===== config.mk =====
export PLATFORM = sky130hd
export DESIGN_NAME = vc_arb_mux
export DESIGN_NICKNAME = d
export VERILOG_FILES = /design/src/rtl/vc_arb_mux.sv
export SDC_FILE = /design/constraint.sdc
export NUM_CORES = 1
export LEC_CHECK = 0
export ABC_AREA = 1
export BUFFER_PORTS_ARGS = -buffer_cell sky130_fd_sc_hd__buf_2
export CAP_MARGIN = 10
export CELL_PAD_IN_SITES_DETAIL_PLACEMENT = 0
export CELL_PAD_IN_SITES_GLOBAL_PLACEMENT = 1
export CORE_UTILIZATION = 35
export DETAILED_ROUTE_END_ITERATION = 10
export GPL_TIMING_DRIVEN = 0
export PLACE_DENSITY_LB_ADDON = 0.1
export SETUP_SLACK_MARGIN = 0.2
export SLEW_MARGIN = 20
export SYNTH_ARGS = -nofsm -noshare
export SYNTH_HDL_FRONTEND = slang
export SYNTH_SLANG_ARGS = --single-unit

===== constraint.sdc =====
create_clock -name clk -period 1.59 [get_ports clk]
set_input_delay 0.159 -clock clk [delete_from_list [all_inputs] [get_ports clk]]
set_output_delay 0.159 -clock clk [all_outputs]
set_load 0.05 [all_outputs]

===== src/rtl/vc_arb_mux.sv =====
// Virtual-channel arbiter/multiplexer: picks one non-empty VC per cycle
// (fixed priority or round robin), pops it and registers the word downstream.
module vc_arb_mux #(
    parameter int DATA_SIZE = 4,
    parameter int NUM_VC    = 2,
    parameter int SEL_W     = 1,
    parameter int RR_MODE   = 0
) (
    input  logic                        clk,
    input  logic                        reset,
    input  logic [NUM_VC-1:0]           vc_empty,
    input  logic [NUM_VC*DATA_SIZE-1:0] data_in,
    input  logic                        down_almost_full,
    output logic [NUM_VC-1:0]           pop,
    output logic [DATA_SIZE-1:0]        data_out,
    output logic                        valid_out,
    output logic [SEL_W-1:0]            vc_out,
    output logic [15:0]                 busy_cnt
);

    localparam logic [SEL_W:0]   NUM_VC_W = (SEL_W+1)'(NUM_VC);
    localparam logic [SEL_W-1:0] LAST_VC  = SEL_W'(NUM_VC - 1);

    logic [NUM_VC-1:0]           req;
    logic [2*NUM_VC-1:0]         req_rot;
    logic [SEL_W-1:0]            ptr, start, off, grant, ptr_next;
    logic [SEL_W:0]              sum;
    logic [NUM_VC*DATA_SIZE-1:0] data_shift;
    logic                        go;

    assign req   = ~vc_empty;
    assign start = (RR_MODE != 0) ? ptr : '0;
    // reset gates go so nothing is popped in the cycle reset asserts
    assign go    = (|req) & ~down_almost_full & ~reset;

    // Rotate requests so bit 0 is the search start; lowest set bit wins.
    always_comb begin
        req_rot = {req, req} >> start;
        off     = '0;
        for (int k = NUM_VC - 1; k >= 0; k--) begin
            if (req_rot[k]) off = SEL_W'(k);
        end
        sum   = {1'b0, start} + {1'b0, off};
        grant = (sum >= NUM_VC_W) ? SEL_W'(sum - NUM_VC_W) : sum[SEL_W-1:0];
    end

    assign ptr_next   = (grant == LAST_VC) ? '0 : grant + SEL_W'(1);
    assign data_shift = data_in >> (int'(grant) * DATA_SIZE);

    for (genvar i = 0; i < NUM_VC; i++) begin : g_pop
        assign pop[i] = go && (grant == SEL_W'(i));
    end

    always_ff @(posedge clk or posedge reset) begin
        if (reset) begin
            ptr       <= '0;
            data_out  <= '0;
            valid_out <= 1'b0;
            vc_out    <= '0;
            busy_cnt  <= '0;
        end else if (go) begin
            ptr       <= ptr_next;
            data_out  <= data_shift[DATA_SIZE-1:0];
            valid_out <= 1'b1;
            vc_out    <= grant;
            busy_cnt  <= busy_cnt + 16'd1;
        end else begin
            data_out  <= '0;
            valid_out <= 1'b0;
            vc_out    <= '0;
        end
    end

endmodule


======== Word level (Yosys, flattened, before mapping) ========
Index checks and enable logic that the tools add are counted.
operators by class
  shift-type cells ........................ 1
  muxes and demuxes ....................... 6
  $lt $le $gt $ge ......................... 1
  add/subtract/negate cells ............... 2
  bitwise gates (word level) .............. 6
  reduce and logical (&&, ||, !) cells .... 3
operators by type and width
  operator                                              count
  adder 16 x 1 -> 16 bit (second input constant)        1
  >> shifter 8 x 3 -> 4 bit                             1
  two-way mux 1 bit                                     5
  two-way mux 4 bit                                     1
  inverter 1 bit                                        3
  AND 1 bit                                             2
  >= comparator 1 x 2 -> 1 bit (second input constant)  1
  logical AND 1 bit                                     2
  inverter 2 bit                                        1
  OR reduction 2 bit                                    1
  subtractor 1 bit (second input constant)              1
storage, ports and cells
  output and inout port bits .............. 24
  bits in registers ....................... 22
  logic and storage cells ................. 23

======== Logic depth before layout (Yosys ltp) ========
Gate-level depths: netlist (run 1).
  depth after elaboration ................. 7
  depth in mapped cells ................... 7
  depth with buffers taken out ............ 7

======== Least setup slack after synthesis (run 1) ========
No wires, ideal clock.
  path type ............................... register -> register
  start point ............................. register busy_cnt[0]
  end point ............................... register busy_cnt[8]
  arrival time ............................ 1.468 ns
  cell stages (with the launch flop) ...... 6
  slack ................................... -0.021 ns
  path through ............................ dfrtp_1 -> ha_1 -> nand3_1 -> nor2_4 -> nand2_1 -> xnor2_1
on the way
  cells in the longest elaborated chain, start to end .. 1
RTL lines
  what                    line  RTL
  start, declared         18    output logic [15:0] busy_cnt
  start signal, assigned  66    busy_cnt <= busy_cnt + 16'd1;
  adder 16 x 1 -> 16 bit  66
No other way between the ends.
A chain may end at the register's enable or synchronous reset.

======== Worst setup path in the final report (run 1) ========
  start point ............................. register busy_cnt[0]
  end point ............................... register busy_cnt[4]
The elaborated chain is that of the path after synthesis.

==> results of run 1 <==
## per-stage QoR
stage | worst slack [ns] | instance area, um^2 | cells | hold slack [ns] | power [W]
4_1_cts | 0.279 | 1350 | 192 | 0.0385 | 0.00170
3_3_place_gp | 0.318 | 1290 | 188 | 0.379 | 0.00125
2_1_floorplan | 0.190 | 1070 | 121 | 0.148 | 0.00112
6_report | 0.314 | 1360 | 193 | 0.0328 | 0.00169
5_1_grt | 0.201 | 1360 | 193 | 0.0285 | 0.00178
3_5_place_dp | 0.302 | 1290 | 188 | 0.379 | 0.00126
## power by group through the flow
stage	combinational (W)	sequential [W]	clock, W
6_report	0.000511	0.000745	0.000434
5_1_grt	0.000552	0.000761	0.000471
4_1_cts	0.000508	0.000744	0.000449
3_5_place_dp	0.000506	0.000755	0
3_3_place_gp	0.000505	0.000747	0
2_1_floorplan	0.000134	0.000991	0
## final timing paths
check | start | end | slack [ns]
worst max-delay path | busy_cnt[0] | busy_cnt[4] | 0.31
worst max register to register | busy_cnt[0] | busy_cnt[4] | 0.31
worst min register to register | busy_cnt[5] | busy_cnt[5] | 0.50
worst min-delay path | reset | data_out[2] | 0.03
max in group asynchronous | reset | busy_cnt[3] | 0.98
min in group clk | data_in[4] | data_out[0] | 0.05
## what timing repair did
action | CTS | global route
setup buffers | 0 | 1
resized for setup | 0 | 2
endpoints found under the setup margin | 0 | 3
## state kept, by name, indices dropped and copies added, names as in the netlist
register and count:
busy_cnt 16, valid_out 1, data_out 4, vc_out 1
## worst max-delay path, delay by kind of cell, from the launching register on
kind | cells | cell delay (ns)
xor+xnor | 1 | 0.13
fa+ha+maj | 1 | 0.20
flops | 1 | 0.42
simple gates | 2 | 0.32
buf+inv | 1 | 0.14
## Yosys cell counts, drive strengths merged
cell / instances / share of area (%)
nand2: 38 / 14
dfrtp: 22 / 52
inv: 15 / 5.3
nor2: 11 / 5.3
nand3: 10 / 5.2
nor3: 6 / 3.9
nand4: 5 / 2.9
a22o: 4 / 3.3
xor2: 4 / 3.3
xnor2: 3 / 2.5
nand3b: 2 / 1.4
ha: 1 / 1.2
## cells in the final DEF (no fill, tap or decap)
cell type,n
nand2_1,37
bufinv_16,1
clkbuf_4,3
xnor2_1,3
nor2_1,9
nand3b_1,2
ha_2,1
nand2_4,1
nand4_1,5
xor2_1,4
buf_4,1
nor3_1,5
a22o_1,4
nor2_4,2
dfrtp_2,7
nand3_2,2
dfrtp_1,15
nand3_1,8
buf_2,36
inv_1,15
nor3_4,1
## cell type report
class / count / area share [%]
multi-input cells: 84 / 34.2
clock buffers: 3 / 1.66
well taps: 31 / 2.85
flip-flops and latches: 22 / 41.1
repair buffers: 37 / 13.8
clock inverters: 1 / 2.21
inverters: 15 / 4.14
## logic make-up after synthesis
kind of cell	Yosys count	synth area share [%]
compound gates	4	3.29
buf+inv	15	5.29
flops	22	51.7
simple gates	72	32.8
xor+xnor	7	5.76
fa+ha+maj	1	1.17
## routing by layer
layer,up-vias,wire [um],global-route usage [%]
met5,-,0,0
met4,0,0,0
met3,0,114,5.22
met2,29,1120,27.2
met1,425,1040,19.3
li1,471,-,-
==> impl_metrics.env, run 1 <==
export IMPL_layout_drive_gt1_share_pct=34.0
export IMPL_pwr_share_clk_pct=25.7
export IMPL_synthesis_nets=135
export IMPL_yosys_register_bits=22
export IMPL_critPathMaxFanout=6
export IMPL_ys_warn_count=0
export IMPL_yosysSeqAreaShare_pct=51.7
export IMPL_min_path_type="input pin to asynchronous set/reset pin"
export IMPL_viasPerCell=4.79
export IMPL_startpoint_type="flop"
export IMPL_antenna_found_initial=0
export IMPL_seqPwrFrac_pct=44.1
export IMPL_peakVddDrop_mv=0.890
export IMPL_grt_pass1_vias=833
export IMPL_clock_sinks=22
export IMPL_coreArea_um2=2830
export IMPL_portBuffers=36
export IMPL_worstSetupPathType="flop to flop"
export IMPL_cts_buffers=3
export IMPL_status="finished, violations left"
export IMPL_clk_latency_ns=0.31
export IMPL_slew_viol_final=0
export IMPL_tightest_slew_ns=0.861
export IMPL_p_int_w=0.00103
export IMPL_first_iter_violations=15
export IMPL_hold_viol_final=0
export IMPL_dieWidth_um=57.2
export IMPL_max_stage_delay_ns=0.42
export IMPL_final_util_pct=48.1
export IMPL_h_tree_depth=1
export IMPL_std_cell_rows=19
export IMPL_post_route_min_period_ns=1.28
export IMPL_fin_nets=177
export IMPL_syn_area_um2=1060
export IMPL_rsz0062_at_grt="no"
export IMPL_drt_first_pass_iters=7
export IMPL_grt_use_total_pct=15.3
export IMPL_power_switching_w=0.000663
export IMPL_grt_max_degree=23
export IMPL_fill_cells=295
export IMPL_remaining_drc_errors=3
export IMPL_endpoint_kind="flop"
export IMPL_clkSlewWorstSetupHoldPaths_ns=0.13
export IMPL_violations="DRC"
export IMPL_wl_per_cell_um=11.8
export IMPL_routed_via_count=925
export IMPL_hpwlAfterDp_um=1730
export IMPL_worstPathRequired_ns=1.83
export IMPL_fin_skew_ns=0.00340
export IMPL_max_cap_violations=0
export IMPL_cts_tree="done"
export IMPL_io_pins=37
export IMPL_crit_slowest_cell="dfrtp_2"
export IMPL_synth_avg_cell_area_um2=8.80
export IMPL_final_setup_tns_ns=0
export IMPL_seq_area_um2=559
export IMPL_area_delta_synth_final_pct=27.7
export IMPL_clockRootBuffer="clkbuf_4"
export IMPL_drt_antenna_violating_nets=0
export IMPL_initial_core_util_pct=37.6
export IMPL_relSlewSlack_pct=42.5
export IMPL_fmax_mhz=784
export IMPL_p_comb_share_pct=30.2
export IMPL_holdBufCountCts=0
export IMPL_totalWireLength_um=2280
export IMPL_multiInputGateArea_um2=465
export IMPL_min_period_over_period_pct=80.3
export IMPL_ff2ff_path_depth=5
export IMPL_grt_first_pass_wirelength_um=3840
export IMPL_path_cells="ha_2, nand3_2, nor2_4, buf_4, xor2_1"
export IMPL_gp_congestion=0.718
export IMPL_grt_overflow_total=0
export IMPL_clockBufferDepth=2
export IMPL_syn_instance_count=121
export IMPL_pwr_density_cell_nw_per_um2=1240
export IMPL_n_antenna_cell=0
export IMPL_die_h_um=57.2
export IMPL_p_sw_share_pct=39.2
export IMPL_setup_violations=0
export IMPL_crit_arrival_ns=1.52
export IMPL_p_leak_nw=0.734
export IMPL_die_area_um2=3270
export IMPL_synth_cell_types=16
No activity file was read; power rests on OpenSTA's default activity.
==> run 2: changes to the inputs <==
--- a/config.mk
+++ b/config.mk
@@ -5,12 +5,12 @@
 export SDC_FILE = /design/constraint.sdc
 export NUM_CORES = 1
 export LEC_CHECK = 0
-export ABC_AREA = 1
+export ABC_AREA = 0
 export BUFFER_PORTS_ARGS = -buffer_cell sky130_fd_sc_hd__buf_2
 export CAP_MARGIN = 10
 export CELL_PAD_IN_SITES_DETAIL_PLACEMENT = 0
 export CELL_PAD_IN_SITES_GLOBAL_PLACEMENT = 1
-export CORE_UTILIZATION = 35
+export CORE_UTILIZATION = 33
 export DETAILED_ROUTE_END_ITERATION = 10
 export GPL_TIMING_DRIVEN = 0
 export PLACE_DENSITY_LB_ADDON = 0.1
==> constraint.sdc (replaced) <==
create_clock -name clk -period 1.15 [get_ports clk]
set_input_delay 0.115 -clock clk [delete_from_list [all_inputs] [get_ports clk]]
set_output_delay 0.115 -clock clk [all_outputs]
set_load 0.05 [all_outputs]
==> impl_metrics.env, run 2 <==
export IMPL_cts_tree="done"
export IMPL_clk_latency_ns=0.30
export IMPL_drt_antenna_violating_nets=0
export IMPL_layout_drive_gt1_share_pct=73.3
export IMPL_area_delta_synth_final_pct=83.9
export IMPL_io_pins=37
export IMPL_multiInputGateArea_um2=536
export IMPL_clockBufferDepth=2
export IMPL_stdcell_count=177
export IMPL_startpoint_type="flop"
export IMPL_status="finished, violations left"
export IMPL_fin_skew_ns=0.0127
export IMPL_dp_cells=144
export IMPL_ff2ff_path_depth=4
export IMPL_path_cells="nand2_2, or3_4, nor3_4, xor2_1"
export IMPL_synthesis_nets=91
export IMPL_synth_avg_cell_area_um2=12.6
export IMPL_antenna_found_initial=0
export IMPL_fin_nets=161
export IMPL_mostFrequentLayoutCells="buf_4 (23), buf_6 (21), dfrtp_2 (13)"
export IMPL_slew_viol_final=0
export IMPL_largest_registers="busy_cnt (16), data_out (4)"
export IMPL_clock_sinks=22
export IMPL_hpwlAfterDp_um=1360
export IMPL_worstSetupStartpoint="busy_cnt[5]"
export IMPL_violations="setup timing"
export IMPL_clockRootBuffer="clkbuf_4"
export IMPL_dieWidth_um=56.3
export IMPL_pwr_density_cell_nw_per_um2=1470
export IMPL_synth_most_common_cell="dfrtp_1"
export IMPL_n_antenna_cell=0
export IMPL_grt_max_degree=23
export IMPL_placed_area_um2=1280
export IMPL_fin_area_um2=1790
export IMPL_wl_per_cell_um=12.8
export IMPL_relSlewSlack_pct=44.0
export IMPL_post_route_min_period_ns=1.34
export IMPL_fill_cells=233
export IMPL_coreArea_um2=2780
export IMPL_final_setup_tns_ns=-1.48
export IMPL_regMostFlops="busy_cnt"
export IMPL_cts_buffers=3
export IMPL_grt_pass1_vias=844
export IMPL_ys_warn_count=0
export IMPL_crit_path_end="busy_cnt[11]"
export IMPL_setup_ws_ns=-0.193
export IMPL_synth_edff_count=0
export IMPL_r2r_start="busy_cnt[5]"
export IMPL_endpoint_kind="flop"
export IMPL_min_path_type="input pin to asynchronous set/reset pin"
export IMPL_async_flop_share_pct=100
export IMPL_drt_first_pass_iters=3
export IMPL_synth_top_area_share_pct=56.6
export IMPL_max_cap_violations=0
export IMPL_remaining_drc_errors=0
export IMPL_first_iter_violations=17
export IMPL_hold_viol_final=0
export IMPL_synth_main_ff_cell="dfrtp_1"
export IMPL_crit_arrival_ns=1.56
export IMPL_critPathMaxFanout=4
export IMPL_grt_first_pass_wirelength_um=3730
export IMPL_synthTopCellsByCount="dfrtp_1 (22), nand2_1 (10), xnor2_1 (9), xor2_1 (6), a22o_1 (4)"
export IMPL_portBuffers=36
export IMPL_grt_overflow_total=0
export IMPL_max_stage_delay_ns=0.44
export IMPL_crit_slowest_cell="dfrtp_2"
export IMPL_h_tree_depth=1
export IMPL_viasPerCell=4.72
export IMPL_yosysTopAreaCell="dfrtp_1"
export IMPL_peakVddDrop_mv=1.34
export IMPL_final_common_cell="buf_4"
export IMPL_yosysSeqAreaShare_pct=56.6
export IMPL_seq_area_um2=567
export IMPL_worstPathRequired_ns=1.36
export IMPL_synth_cell_types=21
export IMPL_totalWireLength_um=2270
export IMPL_worstSetupPathType="flop to flop"
export IMPL_ys_top_cells_by_area="dfrtp_1 (57%), xnor2_1 (8.1%), xor2_1 (5.4%), nand2_1 (3.9%), a22o_1 (3.6%)"
export IMPL_yosys_register_bits=22
export IMPL_min_period_over_period_pct=117
export IMPL_setup_violations=14
export IMPL_tightest_slew_ns=0.839
export IMPL_p_leak_nw=0.873
export IMPL_rrSetupSlack_ns=-0.19
export IMPL_fmax_mhz=744
export IMPL_clkSlewWorstSetupHoldPaths_ns=0.12
export IMPL_initial_core_util_pct=35.0
export IMPL_grt_use_total_pct=15.2
export IMPL_largest_register_ff_count=16
export IMPL_rsz0062_at_grt="yes"
export IMPL_syn_instance_count=77
export IMPL_syn_area_um2=972
export IMPL_rr_endpoint="busy_cnt[11]"
export IMPL_routed_via_count=835
export IMPL_die_area_um2=3170
export IMPL_std_cell_rows=19
export IMPL_holdWs_ns=0.0319
export IMPL_die_h_um=56.3
export IMPL_gp_congestion=0.698
## run 2: changes by cell type after synthesis, moves of 4 or more
cell	delta
nand2_1	-27
inv_1	-12
nand3_1	-7
nor2_1	-6
xnor2_1	+6
nor3_1	-4
## run 2: metrics by stage
stage          power [W]  util [%]  setup slack, ns
6_report         0.00263      64.3           -0.193
5_1_grt          0.00277      64.3           -0.252
4_1_cts          0.00254      60.1           -0.202
3_5_place_dp     0.00178      45.9           -0.281
3_3_place_gp     0.00178      45.9           -0.278
2_1_floorplan    0.00160         -           -0.289
## run 2: cell families (layout without fill, tap and decap cells)
| kind of cell | Yosys count | count (layout) | synth area share (%) |
|---|---|---|---|
| AO/OA/AOI/OAI | 5 | 5 | 5.41 |
| XOR/XNOR | 15 | 15 | 13.5 |
| adder cells (fa/ha/maj) | 1 | 1 | 1.29 |
| buffers and inverters | 4 | 73 | 1.67 |
| flip-flops | 22 | 22 | 56.6 |
| AND/OR/NAND/NOR | 30 | 30 | 21.5 |
## run 2: worst min path at each step
stage               slack [ns]           end  startpoint
floorplan                 0.10  busy_cnt[13]       reset
global placement          0.33   data_out[3]  data_in[7]
detailed placement        0.34   data_out[3]  data_in[7]
CTS                       0.02   data_out[3]  data_in[7]
global route              0.03   data_out[3]  data_in[7]
finish                    0.03   busy_cnt[0]       reset
## run 2: metal layers
metal,part of all wire [%],GRT usage [%],vias to the layer above
met3,2.5,2.07,2
met2,55,26.5,14
met1,42,19.3,415
met5,0,0,-
li1,-,-,404
met4,0.92,5.23,0
## run 2: critical path: cells and delay by family (launching register included)
kind,cells,cell delay (ns)
XOR/XNOR,1,0.16
flip-flops,1,0.44
AND/OR/NAND/NOR,3,0.66
## run 2: repair_timing
item | CTS | global route
pin swaps | 14 | 16
buffers inserted | 23 | 6
resized for setup | 59 | 17
setup endpoints to repair | 36 | 37
hold buffers | 0 | 0
## run 2: area by class of cell
cell class              instances  area share, %
clock buffers                   4           1.47
flip-flops and latches         22           31.7
inverters                       4          0.910
repair buffers                 65           33.8
well taps                      31           2.17
multi-input cells              51           30.0
## run 2: power by group
group          switching [W]  leakage (nW)  internal (W)
sequential          0.000136         0.270      0.000887
clock               0.000216        0.0150      0.000135
combinational       0.000664         0.588      0.000590
==> run 3: changes to the inputs <==
--- a/config.mk
+++ b/config.mk
@@ -14,6 +14,7 @@
 export DETAILED_ROUTE_END_ITERATION = 10
 export GPL_TIMING_DRIVEN = 0
 export PLACE_DENSITY_LB_ADDON = 0.1
+export REMOVE_ABC_BUFFERS = 1
 export SETUP_SLACK_MARGIN = 0.2
 export SLEW_MARGIN = 20
 export SYNTH_ARGS = -nofsm -noshare
==> impl_metrics.env, run 3 (synthesis gave the netlist of run 2 again) <==
export IMPL_status="finished, violations left"
export IMPL_violations="setup timing"
export IMPL_fin_skew_ns=0.000908
export IMPL_fin_area_um2=1670
export IMPL_endpoint_kind="output pin"
export IMPL_gp_congestion=0.677
export IMPL_max_cap_violations=0
export IMPL_holdWs_ns=0.0248
export IMPL_h_tree_depth=1
export IMPL_drt_first_pass_iters=4
export IMPL_pwr_density_cell_nw_per_um2=1490
export IMPL_min_period_over_period_pct=118
export IMPL_clk_latency_ns=0.30
export IMPL_slew_viol_final=0
export IMPL_peakVddDrop_mv=1.90
export IMPL_wl_per_cell_um=13.1
export IMPL_critPathMaxFanout=3
export IMPL_ff2ff_path_depth=4
export IMPL_setup_violations=11
export IMPL_holdBufCountCts=0
export IMPL_dieWidth_um=56.3
export IMPL_setup_ws_ns=-0.207
export IMPL_grt_max_degree=23
export IMPL_r2r_start="busy_cnt[7]"
export IMPL_cp_num_buf_inv=4
export IMPL_placed_area_um2=1190
export IMPL_worstSetupPathType="flop to output pin"
export IMPL_cts_tree="done"
export IMPL_totalWireLength_um=2240
export IMPL_area_delta_synth_final_pct=71.9
export IMPL_clkSlewWorstSetupHoldPaths_ns=0.12
export IMPL_cts_buffers=3
export IMPL_viasPerCell=4.77
export IMPL_p_leak_nw=0.834
export IMPL_first_iter_violations=12
export IMPL_fmax_mhz=737
export IMPL_hold_viol_final=0
export IMPL_antenna_found_initial=0
export IMPL_remaining_drc_errors=0
export IMPL_tightest_slew_ns=0.853
export IMPL_clockBufferDepth=2
export IMPL_coreArea_um2=2780
export IMPL_final_setup_tns_ns=-1.42
export IMPL_max_stage_delay_ns=0.43
export IMPL_largest_registers="busy_cnt (16), data_out (4)"
export IMPL_clockRootBuffer="clkbuf_4"
export IMPL_hp_start="data_in[5]"
export IMPL_clock_sinks=22
export IMPL_die_h_um=56.3
export IMPL_n_antenna_cell=0
export IMPL_regMostFlops="busy_cnt"
export IMPL_die_area_um2=3170
export IMPL_grt_first_pass_wirelength_um=3940
export IMPL_critPathMostFrequentCell="buf_6"
export IMPL_rrSetupSlack_ns=-0.18
export IMPL_crit_slowest_cell="dfrtp_1"
export IMPL_final_util_pct=60.1
export IMPL_fill_cells=223
export IMPL_path_cells="buf_4, buf_6, buf_6, buf_6"
export IMPL_io_pins=37
export IMPL_relSlewSlack_pct=43.1
export IMPL_startpoint_type="flop"
export IMPL_layout_drive_gt1_share_pct=62.1
export IMPL_crit_family="buffers and inverters"
export IMPL_grt_use_total_pct=16.3
export IMPL_final_common_cell="buf_6"
export IMPL_p_total_w=0.00248
export IMPL_routed_via_count=815
export IMPL_crit_arrival_ns=1.24
export IMPL_post_route_min_period_ns=1.36
export IMPL_mostFrequentLayoutCells="buf_6 (22), buf_4 (18), dfrtp_1 (17)"
export IMPL_hpwlAfterDp_um=1390
export IMPL_portBuffers=36
export IMPL_fin_nets=155
export IMPL_whs_path_depth=2
export IMPL_min_path_type="input pin to flop"
export IMPL_rr_endpoint="busy_cnt[12]"
export IMPL_largest_register_ff_count=16
export IMPL_initial_core_util_pct=35.0
export IMPL_grt_pass1_vias=848
export IMPL_grt_overflow_total=0
export IMPL_drt_antenna_violating_nets=0
export IMPL_worstPathRequired_ns=1.03
export IMPL_rsz0062_at_grt="yes"
export IMPL_hold_end="data_out[1]"
export IMPL_std_cell_rows=19
[run 3: cell count changes in the layout (fill, tap and decap cells not counted), moves of 2 or more]
cell     before  now
dfrtp_1       9   17
dfrtp_2      13    5
buf_4        23   18
nand2_1       6    9
buf_8         9    7
nand2_4       2    0
xnor2_1       7    9
xnor2_2       2    0
[run 3: routing by layer]
metal / vias up / GRT usage, % / wire length [um]
met3: 2 / 4.84 / 104
met4: 0 / 2.09 / 13
met5: - / 0 / 0
met1: 395 / 20.6 / 918
li1: 393 / - / -
met2: 25 / 28.4 / 1210
[run 3: worst max path at each step]
| stage | startpoint | endpoint | slack, ns | cells past startpoint |
|---|---|---|---|---|
| after floorplan | vc_empty[0] | data_out[0] | -0.63 | 2 |
| after global placement | busy_cnt[0] | busy_cnt[14] | -0.31 | 5 |
| after detailed placement | busy_cnt[0] | busy_cnt[14] | -0.31 | 5 |
| after CTS | busy_cnt[0] | busy_cnt[12] | -0.17 | 5 |
| after global routing | busy_cnt[7] | busy_cnt[14] | -0.30 | 4 |
| final | busy_cnt[5] | busy_cnt[5] | -0.21 | 4 |
[run 3: layout make-up]
| cell class | instances | area (um^2) | share of cell area [%] |
|---|---|---|---|
| flip-flops and latches | 22 | 557 | 33.3 |
| repair buffers | 59 | 548 | 32.8 |
| multi-input cells | 51 | 475 | 28.4 |
| well taps | 31 | 38.8 | 2.32 |
| clock buffers | 4 | 36.3 | 2.17 |
| inverters | 4 | 16.3 | 0.973 |
[run 3: power breakdown]
group / switching [W] / leakage (nW) / internal, W / total, W
registers: 0.000121 / 0.281 / 0.000879 / 0.00100
clock network: 0.000229 / 0.0210 / 0.000193 / 0.000422
logic: 0.000600 / 0.531 / 0.000462 / 0.00106
total: 0.000950 / 0.834 / 0.00153 / 0.00248
[run 3: metrics by stage]
step,instances,setup slack (ns)
after floorplan,77,-0.631
after CTS,166,-0.168
after detailed placement,144,-0.313
after global routing,171,-0.295
final,171,-0.207
after global placement,144,-0.312
[run 3: what timing repair did]
item                       in CTS  in global routing
setup buffers                  18                  5
pin swaps                      10                  6
resized for setup              68                 13
setup endpoints to repair      38                 36
hold endpoints to repair        0                  0
cloned                          0                  0
